**config.mk**
```make
export PLATFORM = sky130hd
export DESIGN_NAME = life_env_loader_flat
export DESIGN_NICKNAME = d
export VERILOG_FILES = /design/src/rtl/life_env_loader_pkg.sv /design/src/rtl/life_env_loader_if.sv /design/src/rtl/life_env_loader_gen_rate_divider.sv /design/src/rtl/life_env_loader.sv /design/src/flat_wrapper.sv
export SDC_FILE = /design/constraint.sdc
export NUM_CORES = 1
export LEC_CHECK = 0
export CAP_MARGIN = 20
export CORE_AREA = 4 4 211 213
export DETAILED_ROUTE_END_ITERATION = 12
export DIE_AREA = 0 0 215 217
export GPL_TIMING_DRIVEN = 0
export HOLD_SLACK_MARGIN = 0.02
export REMOVE_ABC_BUFFERS = 1
export SKIP_LAST_GASP = 1
export SLEW_MARGIN = 10
export SYNTH_ARGS = -nofsm -noshare
export SYNTH_HDL_FRONTEND = slang
export SYNTH_SLANG_ARGS = --single-unit
```
**constraint.sdc**
```tcl
create_clock -name clk -period 5.1 [get_ports clk]
set_clock_uncertainty 0.1 [all_clocks]
set_input_delay 0.51 -clock clk [delete_from_list [all_inputs] [get_ports clk]]
set_output_delay 0.51 -clock clk [all_outputs]
set_load 0.01 [all_outputs]
```
**src/rtl/life_env_loader_pkg.sv**
```systemverilog
// life_env_loader_pkg: grid geometry, environment type and FSM state encoding shared by the loader slice.
package life_env_loader_pkg;
  localparam int GRID_H = 16;
  localparam int GRID_W = 16;
  typedef logic [GRID_H-1:0][GRID_W-1:0] environment_t;
  typedef enum logic [1:0] {IDLE = 2'd0, LOAD = 2'd1, HOLD = 2'd2, RUN = 2'd3} state_t;
endpackage

```
**src/rtl/life_env_loader_if.sv**
```systemverilog
// life_env_loader_if: seed stream, run control and environment/status bundle of the loader.
// Ports (slave side): in load_start, row_data, row_valid, run_en, next_env;
//                     out row_ready, cur_env, env_valid, gen_strobe, gen_count, state.
interface life_env_if import life_env_loader_pkg::*; #(parameter int GEN_CNT_W = 16) ();
  logic                 load_start;
  logic [GRID_W-1:0]    row_data;
  logic                 row_valid;
  logic                 row_ready;
  logic                 run_en;
  environment_t         next_env;
  environment_t         cur_env;
  logic                 env_valid;
  logic                 gen_strobe;
  logic [GEN_CNT_W-1:0] gen_count;
  state_t               state;
  modport master (output load_start, row_data, row_valid, run_en, next_env,
                  input  row_ready, cur_env, env_valid, gen_strobe, gen_count, state);
  modport slave  (input  load_start, row_data, row_valid, run_en, next_env,
                  output row_ready, cur_env, env_valid, gen_strobe, gen_count, state);
endinterface

```
**src/rtl/life_env_loader_gen_rate_divider.sv**
```systemverilog
// gen_rate_divider: counts 0..GEN_DIV-1 while enabled and pulses tc_o on the terminal count.
// Ports: clk, rst_n (async active-low), clear_i (forces count to 0, suppresses tc_o),
//        en_i (advance), tc_o (terminal-count pulse, combinational).
module gen_rate_divider #(
  parameter int GEN_DIV = 25_000_000
) (
  input  logic clk,
  input  logic rst_n,
  input  logic clear_i,
  input  logic en_i,
  output logic tc_o
);
  localparam int W = $clog2(GEN_DIV);
  logic [W-1:0] cnt_q, cnt_d;
  always_comb begin
    tc_o  = en_i && !clear_i && cnt_q == W'(GEN_DIV - 1);
    cnt_d = (clear_i || tc_o) ? '0 : en_i ? cnt_q + 1'b1 : cnt_q;
  end
  always_ff @(posedge clk or negedge rst_n)
    if (!rst_n) cnt_q <= '0;
    else        cnt_q <= cnt_d;
endmodule

```
**src/rtl/life_env_loader.sv**
```systemverilog
// life_env_loader: owns the 16x16 Life environment; loads a seed row by row, then commits next_env at the generation rate.
// Ports: clk, rst_n (async active-low), bus (life_env_if.slave: seed stream, run_en, next_env in;
//        row_ready, cur_env, env_valid, gen_strobe, gen_count, state out).
module life_env_loader import life_env_loader_pkg::*; #(
  parameter int GEN_DIV   = 25_000_000,
  parameter int GEN_CNT_W = 16
) (
  input logic       clk,
  input logic       rst_n,
  life_env_if.slave bus
);
  localparam int RW = $clog2(GRID_H);
  state_t               state_q, state_d;
  environment_t         cur_env_q, cur_env_d;
  logic [RW-1:0]        row_idx_q, row_idx_d;
  logic [GEN_CNT_W-1:0] gen_count_q, gen_count_d;
  logic                 env_valid_q, env_valid_d, strobe_q, strobe_d;
  logic                 row_ready, hs, last_row, div_en, tc;
  // load_start masks row_ready so a restart never also writes a row
  assign row_ready = state_q == LOAD && !bus.load_start;
  assign hs        = bus.row_valid && row_ready;
  assign last_row  = hs && row_idx_q == RW'(GRID_H - 1);
  assign div_en    = state_q == RUN && bus.run_en;
  // held clear outside RUN so every RUN entry starts a full period; load_start kills a coincident tc
  gen_rate_divider #(.GEN_DIV(GEN_DIV)) u_div (
    .clk     (clk),
    .rst_n   (rst_n),
    .clear_i (bus.load_start || !div_en),
    .en_i    (div_en),
    .tc_o    (tc)
  );
  always_ff @(posedge clk or negedge rst_n)
    if (!rst_n) state_q <= IDLE;
    else        state_q <= state_d;
  always_comb
    state_d = bus.load_start  ? LOAD :
              state_q == IDLE ? IDLE :
              state_q == LOAD ? (last_row ? HOLD : LOAD) :
              bus.run_en      ? RUN : HOLD;
  always_comb begin
    cur_env_d = cur_env_q;
    if (bus.load_start) cur_env_d = '0;
    else if (hs)        cur_env_d[row_idx_q] = bus.row_data;
    else if (tc)        cur_env_d = bus.next_env;
    row_idx_d   = bus.load_start ? '0 : hs ? row_idx_q + 1'b1 : row_idx_q;
    gen_count_d = bus.load_start ? '0 : tc ? gen_count_q + 1'b1 : gen_count_q;
    env_valid_d = bus.load_start ? 1'b0 : last_row ? 1'b1 : env_valid_q;
    strobe_d    = tc;
  end
  always_ff @(posedge clk or negedge rst_n)
    if (!rst_n) begin
      cur_env_q   <= '0;
      row_idx_q   <= '0;
      gen_count_q <= '0;
      env_valid_q <= 1'b0;
      strobe_q    <= 1'b0;
    end else begin
      cur_env_q   <= cur_env_d;
      row_idx_q   <= row_idx_d;
      gen_count_q <= gen_count_d;
      env_valid_q <= env_valid_d;
      strobe_q    <= strobe_d;
    end
  always_comb begin
    bus.row_ready  = row_ready;
    bus.cur_env    = cur_env_q;
    bus.env_valid  = env_valid_q;
    bus.gen_strobe = strobe_q;
    bus.gen_count  = gen_count_q;
    bus.state      = state_q;
  end
endmodule

```
**src/flat_wrapper.sv**
```systemverilog
// flat-port wrapper written by rule: the top's interface ports become plain ports
module life_env_loader_flat import life_env_loader_pkg::*;
#(
  parameter int GEN_DIV   = 25_000_000,
  parameter int GEN_CNT_W = 16
)
  (clk, rst_n, bus_load_start, bus_row_data, bus_row_valid, bus_run_en, bus_next_env, bus_row_ready, bus_cur_env, bus_env_valid, bus_gen_strobe, bus_gen_count, bus_state);
  life_env_if #(.GEN_CNT_W(GEN_CNT_W)) bus_i ();
  input logic clk;
  input logic rst_n;
  input wire logic [$bits(bus_i.load_start)-1:0] bus_load_start;
  input wire logic [$bits(bus_i.row_data)-1:0] bus_row_data;
  input wire logic [$bits(bus_i.row_valid)-1:0] bus_row_valid;
  input wire logic [$bits(bus_i.run_en)-1:0] bus_run_en;
  input wire logic [$bits(bus_i.next_env)-1:0] bus_next_env;
  output wire logic [$bits(bus_i.row_ready)-1:0] bus_row_ready;
  output wire logic [$bits(bus_i.cur_env)-1:0] bus_cur_env;
  output wire logic [$bits(bus_i.env_valid)-1:0] bus_env_valid;
  output wire logic [$bits(bus_i.gen_strobe)-1:0] bus_gen_strobe;
  output wire logic [$bits(bus_i.gen_count)-1:0] bus_gen_count;
  output wire logic [$bits(bus_i.state)-1:0] bus_state;
  assign bus_i.load_start = bus_load_start;
  assign bus_i.row_data = bus_row_data;
  assign bus_i.row_valid = bus_row_valid;
  assign bus_i.run_en = bus_run_en;
  assign bus_i.next_env = bus_next_env;
  assign bus_row_ready = bus_i.row_ready;
  assign bus_cur_env = bus_i.cur_env;
  assign bus_env_valid = bus_i.env_valid;
  assign bus_gen_strobe = bus_i.gen_strobe;
  assign bus_gen_count = bus_i.gen_count;
  assign bus_state = bus_i.state;
  life_env_loader #(.GEN_DIV(GEN_DIV), .GEN_CNT_W(GEN_CNT_W)) u_core (.clk(clk), .rst_n(rst_n), .bus(bus_i));
endmodule
```
; Yosys cells after proc, flatten, opt, wreduce, memory -nomap -nowiden
; Index checks and enable logic that the tools add are counted.
[word_totals]
regBits = 305
output_inout_bits = 277
in_bits = 277
elab_cells = 68
[classes]
add_sub_neg = 3
n_lt_le_gt_ge = 2
n_eq_ne = 4
n_reduce_logical = 18
n_mux = 19
[ops]
columns = op, count
row1 = 256-bit 2-to-1 mux, 3
row2 = 256-bit bitwise mux, 1
row3 = 16-bit demux with 4-bit select, 1
row4 = 25-bit 2-to-1 mux, 2
row5 = 16-bit 2-to-1 mux, 3
row6 = 25-bit by 1-bit adder with 25-bit output (second input constant), 1
row7 = 25-bit == test (second input constant), 1
row8 = 16-bit by 1-bit adder with 16-bit output (second input constant), 1
row9 = 2-bit 2-to-1 mux, 4
row10 = 4-bit 2-to-1 mux, 2
row11 = 2-bit nonzero test, 4
row12 = 1-bit logical AND, 7
row13 = 4-bit by 5-bit < comparator with 1-bit output (second input constant), 1
row14 = 4-bit by 1-bit adder with 4-bit output (second input constant), 1
row15 = 4-bit == test (second input constant), 1
row16 = 4-bit by 1-bit >= comparator with 1-bit output (second input constant), 1
row17 = 1-bit zero test, 3
row18 = 1-bit 2-to-1 mux, 3
row19 = 3-bit nonzero test, 1
row20 = 2-bit by 1-bit == test with 1-bit output (second input constant), 1
row21 = 2-bit == test (second input constant), 1
row22 = 2-bit zero test, 1
row23 = 1-bit logical OR, 2

; Depth between registers and ports, before layout
; Gate-level depths: netlist of run 1.
[depth]
ltp_word = 10
depth_mapped = 9
depth_no_buf = 7

; Hierarchy
; From an unflattened synthesis of run 1, not the netlist that was laid out.
[hier_totals]
cells_unflattened = 1227
area_unflattened_um2 = 13847.0
[modules_own_cells]
columns = module, instances, area_per_inst_um2, cells_each, seq_area_each_um2
row1 = life_env_loader, 1, 12509.5, 1086, 7006.7
row2 = gen_rate_divider, 1, 1337.5, 141, 625.6

; Worst setup path after synthesis of run 1
; OpenSTA, ideal clock, no wires.
[synth_path]
path_kind = input to register
from = input port bus_load_start
to = register u_core.gen_count_q[13] (netlist: u_core.bus.gen_count[13])
path_stages = 7
setup_time_ns = 0.078
t_arrival_ns = 2.097
n_path_buf = 2
setup_slack_ns = 2.825
required_ns = 4.922
cell_sequence = buf_2 > inv_1 > nand4_1 > or3_1 > buf_2 > or4_1 > a21oi_1
[synth_via]
elab_chain_cells = 5
elab_cells_between_ends = 6
cone_classes = 1 x mux / 5 x reduce/logical
[synth_rtl]
columns = element, line_no
row1 = "start, declared", flat_wrapper.sv:11  ; input wire logic [$bits(bus_i.load_start)-1:0] bus_load_start;
row2 = 1-bit logical OR, life_env_loader.sv:28  ; .clear_i (bus.load_start || !div_en),
row3 = 1-bit zero test, life_env_loader_gen_rate_divider.sv:16  ; tc_o = en_i && !clear_i && cnt_q == W'(GEN_DIV - 1);
row4 = 1-bit logical AND (2 in a row), life_env_loader_gen_rate_divider.sv:16
row5 = 2-bit nonzero test (no line), --
row6 = "end signal, assigned", life_env_loader.sv:60  ; gen_count_q <= gen_count_d;
row7 = "end, declared", life_env_loader.sv:16  ; logic [GEN_CNT_W-1:0] gen_count_q, gen_count_d;
; Several ways; a longest one is shown, not always the timed one.
; A chain may end at the register's enable or synchronous reset.

; Worst setup path in the final report of run 1
[layout_path]
from = input port bus_load_start
to = register u_core.cur_env_q (netlist bit u_core.bus.cur_env[193])
[layout_via]
elab_chain_cells = 5
elab_cells_between_ends = 10
cone_classes = 2 x mux / 8 x reduce/logical
[layout_rtl]
columns = element, line_no
row1 = 1-bit zero test or 1-bit logical OR (tied branches), "life_env_loader.sv:20, life_env_loader.sv:28"
row2 = 1-bit logical AND or 1-bit zero test (tied branches), "life_env_loader.sv:20, life_env_loader_gen_rate_divider.sv:16"
row3 = 1-bit logical AND (on tied branches), "life_env_loader.sv:21, life_env_loader_gen_rate_divider.sv:16"
row4 = 256-bit 2-to-1 mux or 1-bit logical AND (tied branches), "life_env_loader.sv:43, life_env_loader_gen_rate_divider.sv:16"
row5 = 256-bit 2-to-1 mux or 3-bit nonzero test (tied branches), --
row6 = "end signal, assigned", life_env_loader.sv:58  ; cur_env_q <= cur_env_d;
row7 = "end, declared", life_env_loader.sv:14  ; environment_t cur_env_q, cur_env_d;
; Several ways; a longest one is shown, not always the timed one.

==> reports/metrics.cfg, run 1 <==
[clock_tree]
clk_root_buffer_cell=sky130_fd_sc_hd__clkbuf_16
tritoncts_clock_tree=yes
cts.htree.levels=2
cts.clk_slew.worst_paths_ps=60
numCtsBuffers=37
number_of_sinks_handled_by_clock_tree_synthesis=305
clock_insertion_delay_worst_skew_ps=550
postCtsResizedCells=0
cts_max_path_buffers=3

[synth]
synth.cell_area_sq_um=14400
count_of_flip_flops_with_a_built_in_enable_after_synthesis=0
ys_dominant_reg_cell=sky130_fd_sc_hd__dfrtp_1
synth.top_cells.by_area=sky130_fd_sc_hd__dfrtp_1 53%, sky130_fd_sc_hd__a2bb2oi_1 9.7%, sky130_fd_sc_hd__o21ai_0 8.1%
post-synth-top-count-cell=sky130_fd_sc_hd__dfrtp_1
synth.cells.most_frequent=305 x sky130_fd_sc_hd__dfrtp_1, 239 x sky130_fd_sc_hd__nand2_1, 234 x sky130_fd_sc_hd__o21ai_0
post_synth_num_cell_types=45
synth.largest_area_cell=sky130_fd_sc_hd__dfrtp_1
synthArstFlopShare_pct=100
synth-seq-area-share_pct=53.0
mean_instance_size_in_the_synthesized_netlist_sq_um=9.52
post_synth_inst_count=1514
synth.ff_latch_count=305
synth_warnings=0
synth.top_cell.area_share_pct=53.0

[sta]
totalNegativeSetupSlack_ps=0
setup_viol=0
period_needed_ps=3680
grt_setup_unrepaired=no
max-slew-margin-rel_pct=30.6
worst_pin_slew_ps=1040
period_share_pct=72.2
hold_violations=0
maxSlewViolCount=0
fmax_ghz=0.272

[floorplanning]
io-pin-count=554
effective_utilization_at_floorplan_pct=33.7
core.rowCount=76
die_w_um=215
floorplan.die.height_um=217
fp.coreArea_sq_um=42700
die_area_sq_um=46700

[critical_path]
regToRegStartpoint=u_core.u_div.cnt_q[0]
r2r.worst_path.cells=7
path_class=in -> reg
critical_path_arrival_ps=3970
worst_path_cell_trace=buf_4 -> buf_16 -> inv_1 -> nand4_1 -> or3_1 -> inv_2 -> nor3_2 -> o21ai_0
critical_path.reg2reg.endpoint=u_core.bus.cur_env[193]
crit_path_start=bus_load_start
worst_path_dominant_cell_family=simple AND/OR/NAND/NOR gates
worst-path-stages=8
worst_endpoint_required_time_ps=5390
worst_setup_path_endpoint=u_core.bus.cur_env[193]
crit_path_start_kind=primary input
setup.worst_path.end_class=flop
worst-r2r-setup-slack_ps=1620
path_buf_inv=4
timing.critical_path.fanout_max=47
critical_path.slowest_cell=sky130_fd_sc_hd__nor3_2
max_incr_delay_on_cp_ps=860

[route]
post_drt_wl_per_cell_um=27.4
drt_first_iter_violations=1448
detail_route.first_pass.iterations=7
detail_route.wirelength_mm=70.6
antenna_left=0
drc=0
route.vias.total=14757
post_drt_via_cell_ratio=5.72

[job]
timing.max_cap.violations=0

[global_routing]
antenna_found_initial=15
globalRouteOverflowTotal=0
grt_start_max_net_pins=89
globalRouteTotalUtil_pct=28.9
grt_pass1_vias=14848
grt_first_pass_wirelength_mm=102

[cells_and_area]
area_growth_syn_to_layout_pct=53.9
layout-drive-gt1-share_pct=5.83
fin_util_pct=51.9
fin_cells=2582
layout.nets=2280

[power]
worst_ir_drop_vdd_mv=0.198
power_density_nw_per_um2=300
p_leak_nw=8.83
total_power_mw=6.64

[placement]
placedCellCount=2503
gpl.final_weighted_congestion=0.872
dp_hpwl_mm=50.5
port-buffer-count=553

[status]
run_status=finished, final reports clean

[worst_hold_path]
worst_hold_path_type=in -> reg

kinds of logic after synthesis:
family | Yosys count | share of synthesized area (%)
compound gates | 512 | 24.3
simple gates | 509 | 16.1
flops | 305 | 53.0
buf+inv | 150 | 4.15
xor+xnor | 28 | 1.70
fa+ha+maj | 6 | 0.521
mux | 4 | 0.304
state kept, by name, indices dropped and copies added (netlist names):
register               cells
u_core.bus.cur_env       256
u_core.bus.env_valid       1
u_core.bus.gen_count      16
u_core.bus.gen_strobe      1
u_core.bus.state           2
u_core.row_idx_q           4
u_core.u_div.cnt_q        25
worst min path at each step:
| stage | startpoint | to | slack, ps | depth (start not counted) |
|---|---|---|---|---|
| floorplan | rst_n | u_core.bus.cur_env[0] | 110 | 0 |
| CTS | bus_load_start | u_core.bus.gen_count[13] | 160 | 2 |
| global placement | u_core.u_div.cnt_q[0] | u_core.u_div.cnt_q[0] | 370 | 1 |
| finish | bus_load_start | u_core.bus.gen_count[13] | 200 | 2 |
| global route | bus_load_start | u_core.bus.gen_count[13] | 190 | 2 |
| detailed placement | u_core.u_div.cnt_q[0] | u_core.u_div.cnt_q[0] | 380 | 1 |
repair_timing:
item                                   in CTS  in global routing
endpoints found under the hold margin      63                  0
hold buffers                                1                  0
buffers inserted                            0                  0
cell type report:
cell class / instances / area (sq um)
inverters: 9 / 33.8
repair buffers: 585 / 6270
diodes: 13 / 32.5
clock buffers: 57 / 1130
flip-flops and latches: 305 / 7630
clock inverters: 8 / 101
fillers: 3878 / 20500
multi-input cells: 1059 / 6290
well taps: 546 / 683
layout by cell type (no fill, tap or decap), drive strengths merged, types with 2 or more instances in the layout:
cell type and instances:
nor2 63, nand3 118, a31oi 12, inv 9
a32oi 45, and2 10, ha 6, a21o 3
buf 33, bufinv 2, clkdlybuf4s50 551, o21bai 2
nor2b 19, and3 10, mux2 3, a2bb2oi 159
or4 3, nand4 16, a22oi 15, and4 5
nor3 5, nor4 9, diode 13, o21ai 237
a311oi 24, clkinv 6, a21oi 10, nor4b 2
or3 5, nand2 239, xor2 18, o31ai 3
xnor2 10, dfrtp 305, clkbuf 57
routing by layer:
metal / vias to the layer above / GRT usage [%] / wire (um)
met5: - / 0 / 10
met4: 2 / 10.6 / 2350
met3: 122 / 8.14 / 6370
met2: 756 / 47.8 / 34100
met1: 7373 / 36.3 / 27800
li1: 6504 / - / -
report_power, final:
group	switching, mW	leakage [nW]	internal (mW)
clock network	1.10	0.612	1.63
logic	0.590	4.28	0.664
registers	0.0941	3.94	2.57
per-stage QoR:
stage | hold WS, ps | setup WS [ps] | area, sq um
after floorplan | 114 | -4530 | 13800
after global placement | 370 | -13520 | 20100
after detailed placement | 379 | 891 | 20900
after CTS | 161 | 1490 | 22100
after global routing | 192 | 1200 | 22200
final | 204 | 1420 | 22200
No activity file was read; power rests on OpenSTA's default activity.
==> run 2, diff against run 1 <==
--- a/config.mk
+++ b/config.mk
@@ -6,9 +6,9 @@
 export NUM_CORES = 1
 export LEC_CHECK = 0
 export CAP_MARGIN = 20
-export CORE_AREA = 4 4 211 213
+export CORE_AREA = 4 4 213 215
 export DETAILED_ROUTE_END_ITERATION = 12
-export DIE_AREA = 0 0 215 217
+export DIE_AREA = 0 0 217 219
 export GPL_TIMING_DRIVEN = 0
 export HOLD_SLACK_MARGIN = 0.02
 export REMOVE_ABC_BUFFERS = 1
==> constraint.sdc (replaced) <==
create_clock -name clk -period 3.7 [get_ports clk]
set_clock_uncertainty 0.1 [all_clocks]
set_input_delay 0.37 -clock clk [delete_from_list [all_inputs] [get_ports clk]]
set_output_delay 0.37 -clock clk [all_outputs]
set_load 0.01 [all_outputs]
==> reports/metrics.cfg, run 2 (synthesis results as in run 1) <==
[sta]
worst_pin_slew_ps=1020  ; was 1040 ps
max-slew-margin-rel_pct=32.0  ; was 30.6%
grt_setup_unrepaired=no  ; unchanged
hold_violations=0  ; unchanged
maxSlewViolCount=0  ; unchanged
totalNegativeSetupSlack_ps=0  ; unchanged
setup_viol=0  ; unchanged
fmax_ghz=0.295
period_needed_ps=3390
period_share_pct=91.7
worst_slack_ps=308  ; was 1420 ps

[global_routing]
antenna_found_initial=14  ; was 15
grt_pass1_vias=14723  ; was 14848
globalRouteOverflowTotal=0  ; unchanged
grt_first_pass_wirelength_mm=97.5  ; was 102 mm
grt_start_max_net_pins=97  ; was 89
globalRouteTotalUtil_pct=27.0  ; was 28.9%

[worst_hold_path]
hold_path_startpoint=bus_load_start  ; unchanged
whs_path_depth=2  ; unchanged
worst_hold_path_type=in -> reg  ; unchanged
timing.hold.worst_endpoint=u_core.bus.gen_count[5]  ; was u_core.bus.gen_count[13]

[power]
worst_ir_drop_vdd_mv=0.266  ; was 0.198 mV
power_density_nw_per_um2=413  ; was 300 nW/um^2
p_leak_nw=8.73  ; was 8.83 nW

[route]
drc=0  ; unchanged
detail_route.wirelength_mm=67.5  ; was 70.6 mm
sum_of_met2_wire_segment_lengths_after_detailed_routing_mm=32.2  ; was 34.1 mm
met3_length_mm=5.35  ; was 6.37 mm
post_drt_wl_per_cell_um=25.9  ; was 27.4 um
post_drt_via_cell_ratio=5.60  ; was 5.72
drt_first_iter_violations=1321  ; was 1448
wl_met1_mm=27.2  ; was 27.8 mm
route.vias.total=14617  ; was 14757
detail_route.first_pass.iterations=5  ; was 7
top_layer_in_use=met5  ; unchanged
antenna_left=0  ; unchanged

[critical_path]
critical_path_arrival_ps=3730  ; was 3970 ps
critical_path.reg2reg.endpoint=u_core.bus.cur_env[69]  ; was u_core.bus.cur_env[193]
timing.critical_path.fanout_max=50  ; was 47
regToRegStartpoint=u_core.row_idx_q[2]  ; was u_core.u_div.cnt_q[0]
r2r.worst_path.cells=5  ; was 7
worst_endpoint_required_time_ps=4030  ; was 5390 ps
path_class=in -> reg  ; unchanged
setup.worst_path.end_class=flop  ; unchanged
crit_path_start_kind=primary input  ; unchanged
worst-r2r-setup-slack_ps=500  ; was 1620 ps

[clock_tree]
cts.clk_slew.worst_paths_ps=60  ; about the same
number_of_buffers_inserted_by_post_cts_setup_repair=0  ; unchanged
clk_root_buffer_cell=sky130_fd_sc_hd__clkbuf_16  ; unchanged
tritoncts_clock_tree=yes  ; unchanged
cts_max_path_buffers=3  ; unchanged
numCtsBuffers=37  ; unchanged
cts.htree.levels=2  ; unchanged
clock_insertion_delay_worst_skew_ps=550  ; about the same
number_of_sinks_handled_by_clock_tree_synthesis=305  ; unchanged

[placement]
dp_hpwl_mm=45.5  ; was 50.5 mm
port-buffer-count=553  ; unchanged
gpl.final_weighted_congestion=0.839  ; was 0.872
pre_cts_slack_ps=-436  ; was 891 ps
placedCellCount=2539  ; was 2503

[cells_and_area]
area_growth_syn_to_layout_pct=52.6  ; was 53.9%
layout.nets=2270  ; was 2280
fin_cells=2611  ; was 2582
largest_register_ffs=256  ; unchanged
layout-drive-gt1-share_pct=5.23  ; was 5.83%
most-common-layout-cells=551 x sky130_fd_sc_hd__clkdlybuf4s50_1, 305 x sky130_fd_sc_hd__dfrtp_1, 239 x sky130_fd_sc_hd__nand2_1  ; unchanged
leading_cell_type_in_the_layout_fill_and_taps_excluded=sky130_fd_sc_hd__clkdlybuf4s50_1  ; unchanged

[floorplanning]
fp.coreArea_sq_um=43700  ; was 42700 sq um
floorplan.die.height_um=219  ; was 217 um
core.rowCount=77  ; was 76
effective_utilization_at_floorplan_pct=32.9  ; was 33.7%
io-pin-count=554  ; unchanged
die_w_um=217  ; was 215 um
die_area_sq_um=47500  ; was 46700 sq um

[status]
run_status=finished, final reports clean  ; unchanged

[job]
timing.max_cap.violations=0  ; unchanged

==> run 2: cell count changes in the layout (fill, tap and decap cells not counted), sizes merged <==
cell and delta:
buf -10, clkinv -4, clkbuf -2, diode -2, inv +1
==> run 2: where the power goes <==
part | switching (mW) | internal, mW
clock | 1.49 | 2.25
sequential | 0.131 | 3.54
combinational | 0.785 | 0.893
total | 2.41 | 6.68
==> run 2: worst max-delay path by stage <==
stage	from	end	cells past startpoint
after global routing	bus_load_start	u_core.bus.cur_env[186]	9
after global placement	bus_load_start	u_core.bus.cur_env[6]	4
after floorplan	u_core.bus.state[1]	u_core.bus.cur_env[204]	4
after CTS	bus_load_start	u_core.bus.cur_env[198]	8
after detailed placement	bus_load_start	u_core.bus.cur_env[198]	8
final	bus_load_start	u_core.bus.cur_env[183]	9
==> run 2: timing repair <==
item	CTS	global route
setup endpoints to repair	0	34
hold buffers	1	0
endpoints found under the hold margin	39	0
resized for setup	0	4
==> run 2: final cells by class <==
cell class | count | area, sq um
Fill cell | 4081 | 21700
Inverter | 9 | 36.3
Timing Repair Buffer | 575 | 6020
Multi-Input combinational cell | 1059 | 6320
Clock inverter | 5 | 78.8
Clock buffer | 55 | 1140
Antenna cell | 11 | 27.5
Sequential cell | 305 | 7630
Tap cell | 592 | 741
==> run 2: routing by layer <==
metal / global-route usage (%) / up-vias
met3: 6.88 / 149
met5: 0 / -
met1: 34.9 / 7304
li1: - / 6471
met4: 11.5 / 4
met2: 43.2 / 689
==> run 2: through the flow <==
stage               hold slack (ps)  area (sq um)  utilization (%)  power, mW
floorplan                     -25.6         13800                -       4.29
global placement                373         20100             46.0       5.43
detailed placement              188         20700             47.4       5.40
CTS                             113         22000             50.2       9.17
global route                    154         22000             50.3       9.40
finish                          144         22000             50.3       9.09
==> run 2: critical path: stages <==
cell and delay (ps):
sky130_fd_sc_hd__buf_4 340, sky130_fd_sc_hd__buf_16 300, sky130_fd_sc_hd__inv_1 410, sky130_fd_sc_hd__nand4_1 340, sky130_fd_sc_hd__o31a_2 570, sky130_fd_sc_hd__buf_12 290
sky130_fd_sc_hd__buf_12 250, sky130_fd_sc_hd__nand2_1 460, sky130_fd_sc_hd__a2bb2oi_1 290
